==> src/rtl/uart_rx_ctrl.sv <==
// uart_rx_ctrl: receive-side controller for the UART receiver.
// Owns the parity configuration and buffers received bytes with their
// parity-error flags in a show-ahead FIFO. It also tracks overrun,
// parity-error and idle-timeout status, and drives a registered IRQ.
module uart_rx_ctrl #(
    parameter int DEPTH   = 8,
    parameter int ADDR_W  = 3,
    parameter int THRESH  = 4,
    parameter int TIMEOUT = 400
) (
    input  logic              CLK,
    input  logic              RESET_N,
    input  logic              CFG_WE,
    input  logic [2:0]        CFG_WDATA,
    output logic              PARITY_EN,
    output logic              PARITY_ODD,
    input  logic [7:0]        RX_DATA,
    input  logic              RX_EN,
    input  logic              RX_PERR,
    input  logic              RD,
    output logic [7:0]        RD_DATA,
    output logic              RD_PERR,
    output logic              EMPTY,
    output logic              FULL,
    output logic [ADDR_W:0]   COUNT,
    output logic              OVERRUN,
    output logic [7:0]        PERR_CNT,
    output logic              TIMEOUT_FLAG,
    input  logic              CLR_ERR,
    output logic              IRQ
);

    typedef struct packed {
        logic       perr;
        logic [7:0] data;
    } rx_entry_t;

    localparam logic [ADDR_W:0] DEPTH_C  = (ADDR_W+1)'(DEPTH);
    localparam logic [ADDR_W:0] THRESH_C = (ADDR_W+1)'(THRESH);
    localparam logic [15:0]     TMO_C    = 16'(TIMEOUT);

    rx_entry_t         mem [DEPTH];
    rx_entry_t         head;
    logic [ADDR_W-1:0] wr_ptr, rd_ptr;
    logic [ADDR_W:0]   count_d;
    logic [15:0]       idle_q, idle_d;
    logic              flush, push, pop, ovr_evt, perr_evt;
    logic              idle_clr, tmo_hit, tmo_d, ovr_d;
    logic [7:0]        perr_d;

    // Flush wins over any same-cycle push or pop. A pop frees a slot, so a
    // push is accepted even while full.
    always_comb begin
        flush    = CFG_WE & CFG_WDATA[2];
        pop      = RD & ~EMPTY & ~flush;
        push     = RX_EN & ~flush & (~FULL | pop);
        ovr_evt  = RX_EN & ~flush & FULL & ~pop;
        perr_evt = RX_EN & RX_PERR;
    end

    // Next-state for occupancy, idle timer and sticky status.
    always_comb begin
        count_d = COUNT;
        if (flush)
            count_d = '0;
        else if (push & ~pop)
            count_d = COUNT + 1'b1;
        else if (pop & ~push)
            count_d = COUNT - 1'b1;

        idle_clr = push | pop | flush | EMPTY;
        tmo_hit  = 1'b0;
        idle_d   = idle_q;
        if (idle_clr) begin
            idle_d = '0;
        end else if (idle_q != TMO_C) begin
            idle_d  = idle_q + 16'd1;
            tmo_hit = (idle_d == TMO_C);
        end

        // A fresh event beats a concurrent clear.
        tmo_d = tmo_hit | (TIMEOUT_FLAG & ~(pop | flush | CLR_ERR));
        ovr_d = ovr_evt | (OVERRUN & ~CLR_ERR);

        perr_d = PERR_CNT;
        if (CLR_ERR)
            perr_d = {7'd0, perr_evt};
        else if (perr_evt && PERR_CNT != 8'hFF)
            perr_d = PERR_CNT + 8'd1;
    end

    // FIFO storage and pointers; pointers wrap naturally at DEPTH.
    always_ff @(posedge CLK or negedge RESET_N) begin
        if (!RESET_N) begin
            for (int i = 0; i < DEPTH; i++) mem[i] <= '0;
            wr_ptr <= '0;
            rd_ptr <= '0;
        end else begin
            if (push) mem[wr_ptr] <= '{perr: RX_PERR, data: RX_DATA};
            if (flush) begin
                wr_ptr <= '0;
                rd_ptr <= '0;
            end else begin
                if (push) wr_ptr <= wr_ptr + 1'b1;
                if (pop)  rd_ptr <= rd_ptr + 1'b1;
            end
        end
    end

    // Registered status, config and IRQ. IRQ uses next-state values so it
    // lines up with the outputs it summarises.
    always_ff @(posedge CLK or negedge RESET_N) begin
        if (!RESET_N) begin
            COUNT        <= '0;
            idle_q       <= '0;
            TIMEOUT_FLAG <= 1'b0;
            OVERRUN      <= 1'b0;
            PERR_CNT     <= '0;
            PARITY_EN    <= 1'b0;
            PARITY_ODD   <= 1'b0;
            IRQ          <= 1'b0;
        end else begin
            COUNT        <= count_d;
            idle_q       <= idle_d;
            TIMEOUT_FLAG <= tmo_d;
            OVERRUN      <= ovr_d;
            PERR_CNT     <= perr_d;
            if (CFG_WE) begin
                PARITY_EN  <= CFG_WDATA[0];
                PARITY_ODD <= CFG_WDATA[1];
            end
            IRQ <= (count_d >= THRESH_C) | tmo_d | ovr_d;
        end
    end

    // Show-ahead head entry, forced to zero while empty.
    always_comb begin
        EMPTY   = (COUNT == '0);
        FULL    = (COUNT == DEPTH_C);
        head    = mem[rd_ptr];
        RD_DATA = EMPTY ? 8'd0 : head.data;
        RD_PERR = EMPTY ? 1'b0 : head.perr;
    end

endmodule

==> config.mk <==
export PLATFORM = sky130hd
export DESIGN_NAME = uart_rx_ctrl
export DESIGN_NICKNAME = d
export VERILOG_FILES = /design/src/rtl/uart_rx_ctrl.sv
export SDC_FILE = /design/constraint.sdc
export NUM_CORES = 1
export LEC_CHECK = 0
export BUFFER_PORTS_ARGS = -buffer_cell sky130_fd_sc_hd__buf_4
export CAP_MARGIN = 20
export CELL_PAD_IN_SITES_DETAIL_PLACEMENT = 1
export CELL_PAD_IN_SITES_GLOBAL_PLACEMENT = 1
export CORE_MARGIN = 2
export CORE_UTILIZATION = 49
export CTS_CLUSTER_SIZE = 24
export DETAILED_ROUTE_END_ITERATION = 10
export PLACE_DENSITY = 0.92
export SYNTH_ARGS = -nofsm -noshare
export SYNTH_HDL_FRONTEND = slang
export SYNTH_SLANG_ARGS = --single-unit
==> constraint.sdc <==
create_clock -name CLK -period 2.77 [get_ports CLK]
set_input_delay 0.277 -clock CLK [delete_from_list [all_inputs] [get_ports CLK]]
set_output_delay 0.277 -clock CLK [all_outputs]
set_load 0.01 [all_outputs]
==> impl_metrics.yaml, run 1 <==
status:
  run_status: "complete, no violations"
finish:
  final_layout_size_suffix_gt1_share_pct: 35.01
  instances_no_fill: 637
  leading_cell_type_in_the_layout_fill_and_taps_excluded: "dfrtp_1"
  syn_to_layout_area_delta_pct: 14.09
  multi_input_logic_area_mm2: 0.002641
  nNetsFinal: 517
  most-common-layout-cells: "111 x dfrtp_1, 73 x mux2_2, 56 x buf_4, 42 x nor2_1, 18 x mux4_2"
  final.fill_count: 1104
  footprint_of_the_flip_flops_and_latches_mm2: 0.002778
  insertedDiodeCount: 0
  final_core_utilization_pct: 57.84
setup_path:
  critical_path_peak_fanout: 9
  worst_path_largest_cell_delay_ps: 420
  crit_required_ps: 3010
  critical_path.top_delay_family: "simple AND/OR/NAND/NOR gates"
  cp.buffers_inverters: 2
  setup.worst_path.start_class: "flop"
  critPathKind: "reg2reg"
  critical_path_arrival_ps: 2680
  slowest_cp_cell: "dfrtp_1"
  setup.worst_path.end_class: "flop"
  crit_chain: "inv_1, ha_1, nand3b_4, o21a_2, nand3_2, nor3b_1, buf_4, mux2_2"
detailed_routing:
  drt_pre_antenna_iters: 4
  drt_wl_total_mm: 14.26
  antenna_violating_nets_left: 0
  drt_first_iter_violations: 205
  detail_route.vias_per_cell: 5.995
  post_route_drc_violation_count: 0
  routed-via-count: 3819
  avgRoutedWirePerCell_um: 22.39
logic_synthesis:
  postSynthAreaPerCell_um2: 12.46
  post_synth_num_cell_types: 55
  synth_async_sr_flop_share_pct: 100.0
  synthCells: 447
  synth_enable_flop_cells: 0
  synth_seq_area_share_pct: 49.89
  ys_seq_elements: 111
  dominantRegCellSynth: "dfrtp_1"
  mappedNetlistArea_mm2: 0.005568
  yosysWarningCount: 0
  synth_nets: 472
grt:
  grt_util_all_layers_pct: 24.85
  grt.overflow.total: 0
  grt_antenna_before_repair: 0
  first_pass_grt_wire_length_mm: 23.92
  maximum_number_of_pins_on_one_net_before_global_route_repair: 53
  first_global_vias: 4255
sta:
  clock-skew-final_ps: 10.86
  finalSetupTns_ps: 0
  slew-limit-headroom_pct: 53.11
  drv_slew: 0
  fin_crit_sh_pct: 88.33
  worstMarginPinSlew_ps: 703.4
  grt_setup_unrepaired: "no"
  hold_viol_final: 0
  period_minus_slack_ps: 2447
  clock.fmax_mhz: 408.7
  setup_viol: 0
placement:
  placed_cells: 620
  estimated_wirelength_of_the_detail_placed_design_mm: 9.534
  buffer_ports.inserted: 45
  place.gp.congestion: 0.8221
pwr:
  internal_power_mw: 4.177
  combinationalPowerShare_pct: 38.6
  worst_ir_drop_vdd_uv: 415.4
  static-leakage-power_nw: 2.728
  netSwitchingPower_mw: 2.154
  sw_frac_of_total_pct: 34.02
  power.clock.fraction_pct: 19.9
  total_power_per_unit_cell_area_mw_per_mm2: 996.7
  part_of_the_total_power_dissipated_in_sequential_elements_pct: 41.5
die:
  ios: 46
  initial_utilization_pct: 50.69
  die_width_um: 110.6
  placement_rows: 38
  core_area_mm2: 0.01098
  die_h_um: 110.6
  floorplan.die_area_mm2: 0.01223
cts:
  cts_setup_buffers: 0
  cts_buffers: 9
  clk_pin_slew_worst_paths_ps: 70
  cts.root.buffer_cell: "clkbuf_16"
  clock_insertion_delay_worst_skew_ps: 360
  cts_tree: "done"
  cts.sinks: 111
  cts-root-to-sink-buffers: 2
  h-tree-depth: 3
hold_path:
  min_path_type: "in2reg"
run:
  drv.max_cap_violation_count: 0
worst paths after layout:
path	start	cells past startpoint	to	slack (ps)
max reg2reg	COUNT[0]	8	mem[11]	320
min in group asynchronous	RESET_N	2	mem[71]	490
min	CFG_WDATA[0]	2	PARITY_EN	160
min reg2reg	mem[15]	1	mem[15]	500
max in group asynchronous	RESET_N	3	COUNT[0]	1490
max	COUNT[0]	8	mem[11]	320
metal layers:
layer  global-route usage [%]  vias to the layer above  wire, µm
li1                         -                     1707         -
met3                    4.446                       20       416
met2                    42.78                       76      7485
met4                    7.833                        0       295
met5                        0                        -         0
met1                    32.07                     2016      6066
registers in the layout, indices dropped and copies added (netlist names), 3 cells and up:
name      flops
COUNT         4
PERR_CNT      8
idle_q       16
mem          72
rd_ptr        3
wr_ptr        3
synthesized netlist by cell type (2+ instances only):
cell | count | share of area (%)
and3_1 | 4 | 0.45
a31oi_1 | 3 | 0.34
nand4_1 | 11 | 1.2
o2111ai_1 | 2 | 0.31
xor2_1 | 10 | 1.6
mux4_2 | 18 | 7.3
buf_1 | 2 | 0.13
a21oi_1 | 11 | 0.99
nand4b_1 | 2 | 0.31
mux2i_1 | 10 | 1.8
nand2b_1 | 6 | 0.67
and2_1 | 2 | 0.22
mux2_2 | 73 | 15
nor2_1 | 42 | 2.8
nor2b_1 | 3 | 0.34
clkbuf_1 | 11 | 0.74
nor3b_1 | 4 | 0.54
nor3_1 | 6 | 0.54
or3_1 | 6 | 0.67
mux2_1 | 3 | 0.61
nand3_1 | 11 | 0.99
nand2_1 | 17 | 1.1
o21ai_0 | 9 | 0.81
inv_1 | 11 | 0.74
o31ai_1 | 2 | 0.27
nor4_1 | 3 | 0.34
xnor2_1 | 12 | 1.9
buf_2 | 8 | 0.72
and4_1 | 2 | 0.31
ha_1 | 7 | 1.6
dfrtp_1 | 111 | 50
nand3b_1 | 2 | 0.27
logic make-up (layout without fill, tap and decap cells):
group	after synthesis	after routing	share of synthesized area, %
compound gates	38	38	4.697
xor+xnor	22	22	3.461
fa+ha+maj	7	7	1.573
mux	104	104	24.45
flops	111	111	49.89
simple gates	131	131	13.26
buf+inv	34	84	2.674
power groups by stage:
stage                     logic (mW)  registers, mW  clock network (mW)
after floorplan                 1.69           2.45                   0
after global placement          2.27           2.56                   0
after detailed placement        2.41           2.64                   0
after CTS                       2.47           2.63                1.28
after global routing            2.65           2.70                1.36
final                           2.44           2.63                1.26
what timing repair did:
item,in CTS,in global routing
resized for setup,0,0
hold buffers,1,0
hold endpoints to repair,49,0
endpoints found under the setup margin,0,0
cell type report:
cell class              count  share of cell area [%]
clock buffers              12                   4.038
multi-input cells         302                   41.58
flip-flops and latches    111                   43.73
well taps                 140                   2.758
inverters                  11                  0.6500
repair buffers             57                   6.776
clock inverters             4                  0.4727
worst register-to-register path: stages (launching register included):
cell	delay (ps)
dfrtp_1	420
inv_1	130
ha_1	300
nand3b_4	140
o21a_2	220
nand3_2	200
nor3b_1	300
buf_4	280
mux2_2	360
per-stage QoR:
stage          power (mW)  instance area (µm²)  setup slack (ps)  hold slack (ps)
2_1_floorplan       4.143                 5568             691.2           -18.59
5_1_grt             6.704                 6352             190.1            165.9
4_1_cts             6.370                 6352             312.6            158.9
3_3_place_gp        4.830                 6056             608.2            338.2
3_5_place_dp        5.044                 6056             437.9            353.2
6_report            6.331                 6352             323.2            163.4
Power figures use the tool's default switching activity.
==> inputs of run 2 (changes only) <==
--- a/config.mk
+++ b/config.mk
@@ -10,10 +10,10 @@
 export CELL_PAD_IN_SITES_DETAIL_PLACEMENT = 1
 export CELL_PAD_IN_SITES_GLOBAL_PLACEMENT = 1
 export CORE_MARGIN = 2
-export CORE_UTILIZATION = 49
+export CORE_UTILIZATION = 45
 export CTS_CLUSTER_SIZE = 24
 export DETAILED_ROUTE_END_ITERATION = 10
-export PLACE_DENSITY = 0.92
+export PLACE_DENSITY = 0.86
 export SYNTH_ARGS = -nofsm -noshare
 export SYNTH_HDL_FRONTEND = slang
 export SYNTH_SLANG_ARGS = --single-unit
==> constraint.sdc (replaced) <==
create_clock -name CLK -period 2.77 [get_ports CLK]
set_input_delay 0.277 -clock CLK [delete_from_list [all_inputs] [get_ports CLK]]
set_output_delay 0.277 -clock CLK [all_outputs]
set_load 0.05 [all_outputs]
==> run 2 against run 1 <==
Against the previous run:
- the flow now finishes with violations (hold timing)
- clock power down 4%
- wire length is 3.6% lower
- maximum frequency down 1.5%
- sequential share of layout area is 0.060 points higher
- register-to-register slack improved by 110 ps
- via count shrank 0.89%
- clock skew down 2.9 ps
- critical path type is now reg2out
- largest power group is now combinational logic
==> impl_metrics.yaml, run 2 (synthesis gave the netlist of run 1 again) <==
sta:
  drv_slew: 0
  hold_viol_final: 1
  clock-skew-final_ps: 7.966
  setup_viol: 0
  worstMarginPinSlew_ps: 827.3
  hold_ws_ps: -1.465
  fin_crit_sh_pct: 89.71
  clock.fmax_mhz: 402.4
  slew-limit-headroom_pct: 44.85
  grt_setup_unrepaired: "no"
  period_minus_slack_ps: 2485
setup_path:
  critical-path-top-cell-by-count: "buf_4"
  setup.worst_path.start_class: "flop"
  slowest_cp_cell: "mux4_2"
  critical_path_arrival_ps: 2210
  critical_path.top_delay_family: "multiplexers"
  crit_chain: "buf_4, mux4_2, mux2i_1, nor2_1, buf_4"
  critPathKind: "reg2out"
  critical_path_peak_fanout: 20
  worst_r2r_path_depth: 7
  worst_path_largest_cell_delay_ps: 580
  setup.worst_path.end_class: "output pin"
  cp.buffers_inverters: 2
  path_depth: 5
  crit_required_ps: 2490
cts:
  clk_pin_slew_worst_paths_ps: 70
  cts_setup_buffers: 0
  h-tree-depth: 3
  cts_resized: 0
  cts.root.buffer_cell: "clkbuf_16"
  cts.sinks: 111
  cts_buffers: 9
  cts-root-to-sink-buffers: 2
  cts_hold_buf: 0
  clock_insertion_delay_worst_skew_ps: 360
  cts_tree: "done"
die:
  initial_utilization_pct: 46.16
  floorplan.die_area_mm2: 0.01328
  die_h_um: 115.2
  core_area_mm2: 0.01206
  placement_rows: 40
  ios: 46
  die_width_um: 115.2
detailed_routing:
  post_route_drc_violation_count: 0
  antenna_violating_nets_left: 0
  drt_pre_antenna_iters: 4
  drt_first_iter_violations: 256
  avgRoutedWirePerCell_um: 20.81
  routed-via-count: 3785
  detail_route.vias_per_cell: 5.726
  drt_wl_total_mm: 13.75
finish:
  final_layout_size_suffix_gt1_share_pct: 34.89
  final_core_utilization_pct: 52.59
  largest_register: "mem"
  leading_cell_type_in_the_layout_fill_and_taps_excluded: "dfrtp_1"
  insertedDiodeCount: 0
  largest_registers: "mem x72, idle_q x16, PERR_CNT x8"
  syn_to_layout_area_delta_pct: 13.93
  instances_no_fill: 661
  most-common-layout-cells: "111 x dfrtp_1, 73 x mux2_2, 55 x buf_4, 42 x nor2_1, 18 x mux4_2"
  nNetsFinal: 515
  largest_register_ff_count: 72
pwr:
  total_power_per_unit_cell_area_mw_per_mm2: 1080
  static-leakage-power_nw: 2.708
  worst_ir_drop_vdd_uv: 461.8
hold_path:
  min_path_type: "in2async"
grt:
  grt_util_all_layers_pct: 22.41
  first_global_vias: 4108
  grt.overflow.total: 0
  maximum_number_of_pins_on_one_net_before_global_route_repair: 65
  grt_antenna_before_repair: 0
  first_pass_grt_wire_length_mm: 22.69
placement:
  place.gp.congestion: 0.8114
  buffer_ports.inserted: 45
  estimated_wirelength_of_the_detail_placed_design_mm: 9.073
  placed_cells: 647
status:
  failed_checks: "hold timing"
  run_status: "finished with violations"
run:
  drv.max_cap_violation_count: 0
run 2: cell types whose count changed in the layout (fill, tap and decap cells not counted), sizes merged:
cell         previous run  this run
dlygate4sd3             1         0
inv                    11        13
buf                    56        55
clkinv                  3         2
clkbuf                 12         9
run 2: path summary, 6_finish.rpt:
kind                               from    endpoint  slack (ps)
max                           rd_ptr[0]  RD_DATA[1]         290
min                             RESET_N   idle_q[9]          -1
max reg2reg                    COUNT[0]     mem[50]         430
min reg2reg                     mem[15]     mem[15]         500
max in group asynchronous       RESET_N     mem[30]        1900
min in group CLK           CFG_WDATA[0]   PARITY_EN         150
run 2: power by group:
part / total, mW / switching [mW] / internal [mW] / leakage, nW
clock: 1.21 / 0.601 / 0.604 / 0.128
combinational: 3.04 / 1.71 / 1.33 / 1.14
sequential: 2.60 / 0.410 / 2.19 / 1.44
total: 6.85 / 2.72 / 4.13 / 2.71
run 2: layout make-up:
type,instances,area (µm²)
inverter,11,41.29
clock inverter,5,35.03
multi-input combinational,302,2641
clock buffer,9,225.2
sequential,111,2778
fill,1247,5718
timing repair buffer,55,412.9
tap,168,210.2
run 2: through the flow:
step	cell area [µm²]	total power [mW]	setup TNS (ps)	worst slack [ps]	hold slack, ps
finish	6344	6.848	0	285.1	-1.465
floorplan	5568	4.735	-19.64	-2.182	-18.59
global route	6344	7.201	0	149.1	79.29
detailed placement	6083	5.647	0	432.1	433.6
CTS	6344	6.882	0	268.1	59.29
global placement	6083	5.461	0	608.2	419.1
run 2: layer usage:
metal  share of wire (%)  track usage [%]
met1                  43            29.08
met2                  52            37.84
met3                 3.2            3.743
met4                 2.1            8.594
met5                   0                0
==> inputs of run 3 (changes only) <==
--- a/config.mk
+++ b/config.mk
@@ -5,6 +5,7 @@
 export SDC_FILE = /design/constraint.sdc
 export NUM_CORES = 1
 export LEC_CHECK = 0
+export ABC_AREA = 1
 export BUFFER_PORTS_ARGS = -buffer_cell sky130_fd_sc_hd__buf_4
 export CAP_MARGIN = 20
 export CELL_PAD_IN_SITES_DETAIL_PLACEMENT = 1
@@ -13,7 +14,7 @@
 export CORE_UTILIZATION = 45
 export CTS_CLUSTER_SIZE = 24
 export DETAILED_ROUTE_END_ITERATION = 10
-export PLACE_DENSITY = 0.86
+export PLACE_DENSITY = 0.92
 export SYNTH_ARGS = -nofsm -noshare
 export SYNTH_HDL_FRONTEND = slang
 export SYNTH_SLANG_ARGS = --single-unit
==> run 3 against run 2 <==
Against the previous run:
- the flow now finishes without violations
- critical path depth is 1 higher
- clock-buffer cell count is 2 higher
- wire length grew 24%
- largest cell class unchanged
- core utilization increased by 0.28 points
- die area up 1.4%
- flip-flop and latch count is the same
- first-iteration DRC count increased by 5.5%
- clock skew is 3.1 ps higher
==> impl_metrics.yaml, run 3 <==
finish:
  final_core_utilization_pct: 52.87
  largest_registers: "mem x72, idle_q x16, PERR_CNT x8"
  syn_to_layout_area_delta_pct: 13.41
  nNetsFinal: 756
  final_layout_size_suffix_gt1_share_pct: 12.64
  instances_no_fill: 904
  largest_register_ff_count: 72
  leading_cell_type_in_the_layout_fill_and_taps_excluded: "nand2_1"
  largest_register: "mem"
  insertedDiodeCount: 0
  most-common-layout-cells: "154 x nand2_1, 111 x dfrtp_1, 97 x nor2_1, 64 x o21ai_0, 63 x o21ai_1"
cts:
  cts_setup_buffers: 0
  cts-root-to-sink-buffers: 2
  clk_pin_slew_worst_paths_ps: 70
  cts_buffers: 9
  h-tree-depth: 3
  cts_tree: "done"
  cts.root.buffer_cell: "clkbuf_16"
  clock_insertion_delay_worst_skew_ps: 370
  cts.sinks: 111
hold_path:
  min_path_type: "in2reg"
  startpoint_of_the_worst_hold_path: "CLR_ERR"
  hold_depth: 2
logic_synthesis:
  synth_enable_flop_cells: 0
  synth_top_area_cell: "dfrtp_1"
  mappedNetlistArea_mm2: 0.005647
  yosysTopAreaCellShare_pct: 49.19
  synth_async_sr_flop_share_pct: 100.0
  dominantRegCellSynth: "dfrtp_1"
  ys_seq_elements: 111
  synth_seq_area_share_pct: 49.19
  post_synth_num_cell_types: 34
  synthCells: 692
  postSynthAreaPerCell_um2: 8.160
  yosysMostFrequentCell: "nand2_1"
  yosysWarningCount: 0
  synth_top_cells_by_area: "dfrtp_1 49%, nand2_1 10%, nor2_1 6.4%, o21ai_0 5.7%, o21ai_1 5.6%"
  synth_nets: 717
  synthTopCellsByCount: "154 x nand2_1, 111 x dfrtp_1, 97 x nor2_1, 64 x o21ai_0, 63 x o21ai_1"
sta:
  fin_crit_sh_pct: 93.53
  drv_slew: 0
  clock.fmax_mhz: 386.0
  clock-skew-final_ps: 11.06
  slew-limit-headroom_pct: 54.74
  period_minus_slack_ps: 2591
  worstMarginPinSlew_ps: 678.1
  finalSetupTns_ps: 0
  grt_setup_unrepaired: "no"
  hold_viol_final: 0
  setup_viol: 0
setup_path:
  critical_path_peak_fanout: 20
  worst_r2r_path_depth: 9
  critical_path_arrival_ps: 2310
  critPathKind: "reg2out"
  reg2reg_setup_slack_ps: 350
  rr_endpoint: "mem[36]"
  critical_path.reg2reg.startpoint: "COUNT[0]"
  setup.worst_path.end_class: "output pin"
  startpoint: "rd_ptr[0]"
  setup.worst_path.start_class: "flop"
  timing.critical_path.to: "RD_DATA[3]"
  crit_required_ps: 2490
placement:
  place.gp.congestion: 0.8288
  placed_cells: 887
  estimated_wirelength_of_the_detail_placed_design_mm: 11.12
  buffer_ports.inserted: 45
grt:
  maximum_number_of_pins_on_one_net_before_global_route_repair: 51
  first_global_vias: 5676
  grt.overflow.total: 0
  grt_util_all_layers_pct: 27.33
  grt_antenna_before_repair: 0
  first_pass_grt_wire_length_mm: 28.46
detailed_routing:
  drt_pre_antenna_iters: 5
  drt_wl_total_mm: 17.09
  post_route_drc_violation_count: 0
  drt_first_iter_violations: 270
  avgRoutedWirePerCell_um: 18.91
  antenna_violating_nets_left: 0
  detail_route.vias_per_cell: 5.787
  routed-via-count: 5231
pwr:
  power.clock.fraction_pct: 18.7
  worst_ir_drop_vdd_uv: 1092
  total_power_per_unit_cell_area_mw_per_mm2: 1124
  static-leakage-power_nw: 3.005
  internal_power_mw: 3.896
  part_of_the_total_power_dissipated_in_sequential_elements_pct: 36.1
  netSwitchingPower_mw: 3.300
  sw_frac_of_total_pct: 45.86
  combinationalPowerShare_pct: 45.2
die:
  die_h_um: 116.0
  die_width_um: 116.0
  placement_rows: 40
  ios: 46
  floorplan.die_area_mm2: 0.01346
  initial_utilization_pct: 46.62
  core_area_mm2: 0.01211
status:
  run_status: "complete, no violations"
run:
  drv.max_cap_violation_count: 0
run 3: cell types whose count changed in the layout (fill, tap and decap cells not counted), moves of 10 or more:
cell and change:
o21ai_0 +55, mux2i_1 -10, o21ai_1 +63, inv_1 +42
xnor2_1 -12, mux2_2 -71, nor2_1 +55, nand3_1 +17
mux4_2 -18, nand2_1 +137
run 3: cell type report:
class	instances	area (µm²)
Fill cell	1502	5708
Sequential cell	111	2778
Multi-Input combinational cell	495	2470
Timing Repair Buffer	54	420.4
Clock buffer	11	242.7
Inverter	60	226.5
Tap cell	168	210.2
Clock inverter	5	56.30
run 3: power groups by stage:
stage	clock (mW)	combinational, mW	sequential (mW)
final	1.35	3.25	2.60
after global routing	1.41	3.53	2.65
after CTS	1.36	3.24	2.59
after detailed placement	0	3.15	2.58
after global placement	0	3.01	2.54
after floorplan	0	2.17	2.59
run 3: timing repair:
action                    CTS  global route
hold buffers                1             0
hold endpoints to repair   31             0
resized for setup           0             0
run 3: critical path: stages, from the launching register on:
cell     delay (ps)
dfrtp_1         390
inv_1           510
o21ai_0         160
o22ai_1         180
o21ai_0         140
a31oi_1         310
buf_4           260
run 3: worst min path at each step:
stage,endpoint,slack (ps)
final,PERR_CNT[2],140
after global routing,PARITY_ODD,140
after CTS,PERR_CNT[2],130
after global placement,PARITY_EN,250
after detailed placement,PARITY_ODD,250
after floorplan,COUNT[0],-20
run 3: metal layers:
layer	GRT usage (%)	wire length, µm	up-vias
li1	-	-	2372
met1	32.82	6950	2627
met2	46.94	8604	172
met3	5.544	905	60
met4	13.49	633	0
met5	0	0	-
run 3: cell families after synthesis:
logic type                 after synthesis  share of synthesized area [%]
adders and majority gates                7                          1.551
buffers and inverters                   86                          7.068
muxes                                    2                         0.3988
xor gates and xnor gates                 7                          1.086
DFF                                    111                          49.19
and+or+nand+nor                        308                          24.86
AOI/OAI and AO/OA                      171                          15.84
run 3: stage by stage:
stage | area [µm²] | setup WS, ps | hold slack (ps) | total power [mW]
floorplan | 5647 | 166.8 | -18.59 | 4.760
global placement | 6095 | 660.0 | 253.6 | 5.541
detailed placement | 6095 | 422.6 | 254.8 | 5.737
CTS | 6404 | 175.6 | 131.5 | 7.184
global route | 6404 | 14.79 | 143.1 | 7.589
finish | 6404 | 179.2 | 140.3 | 7.196
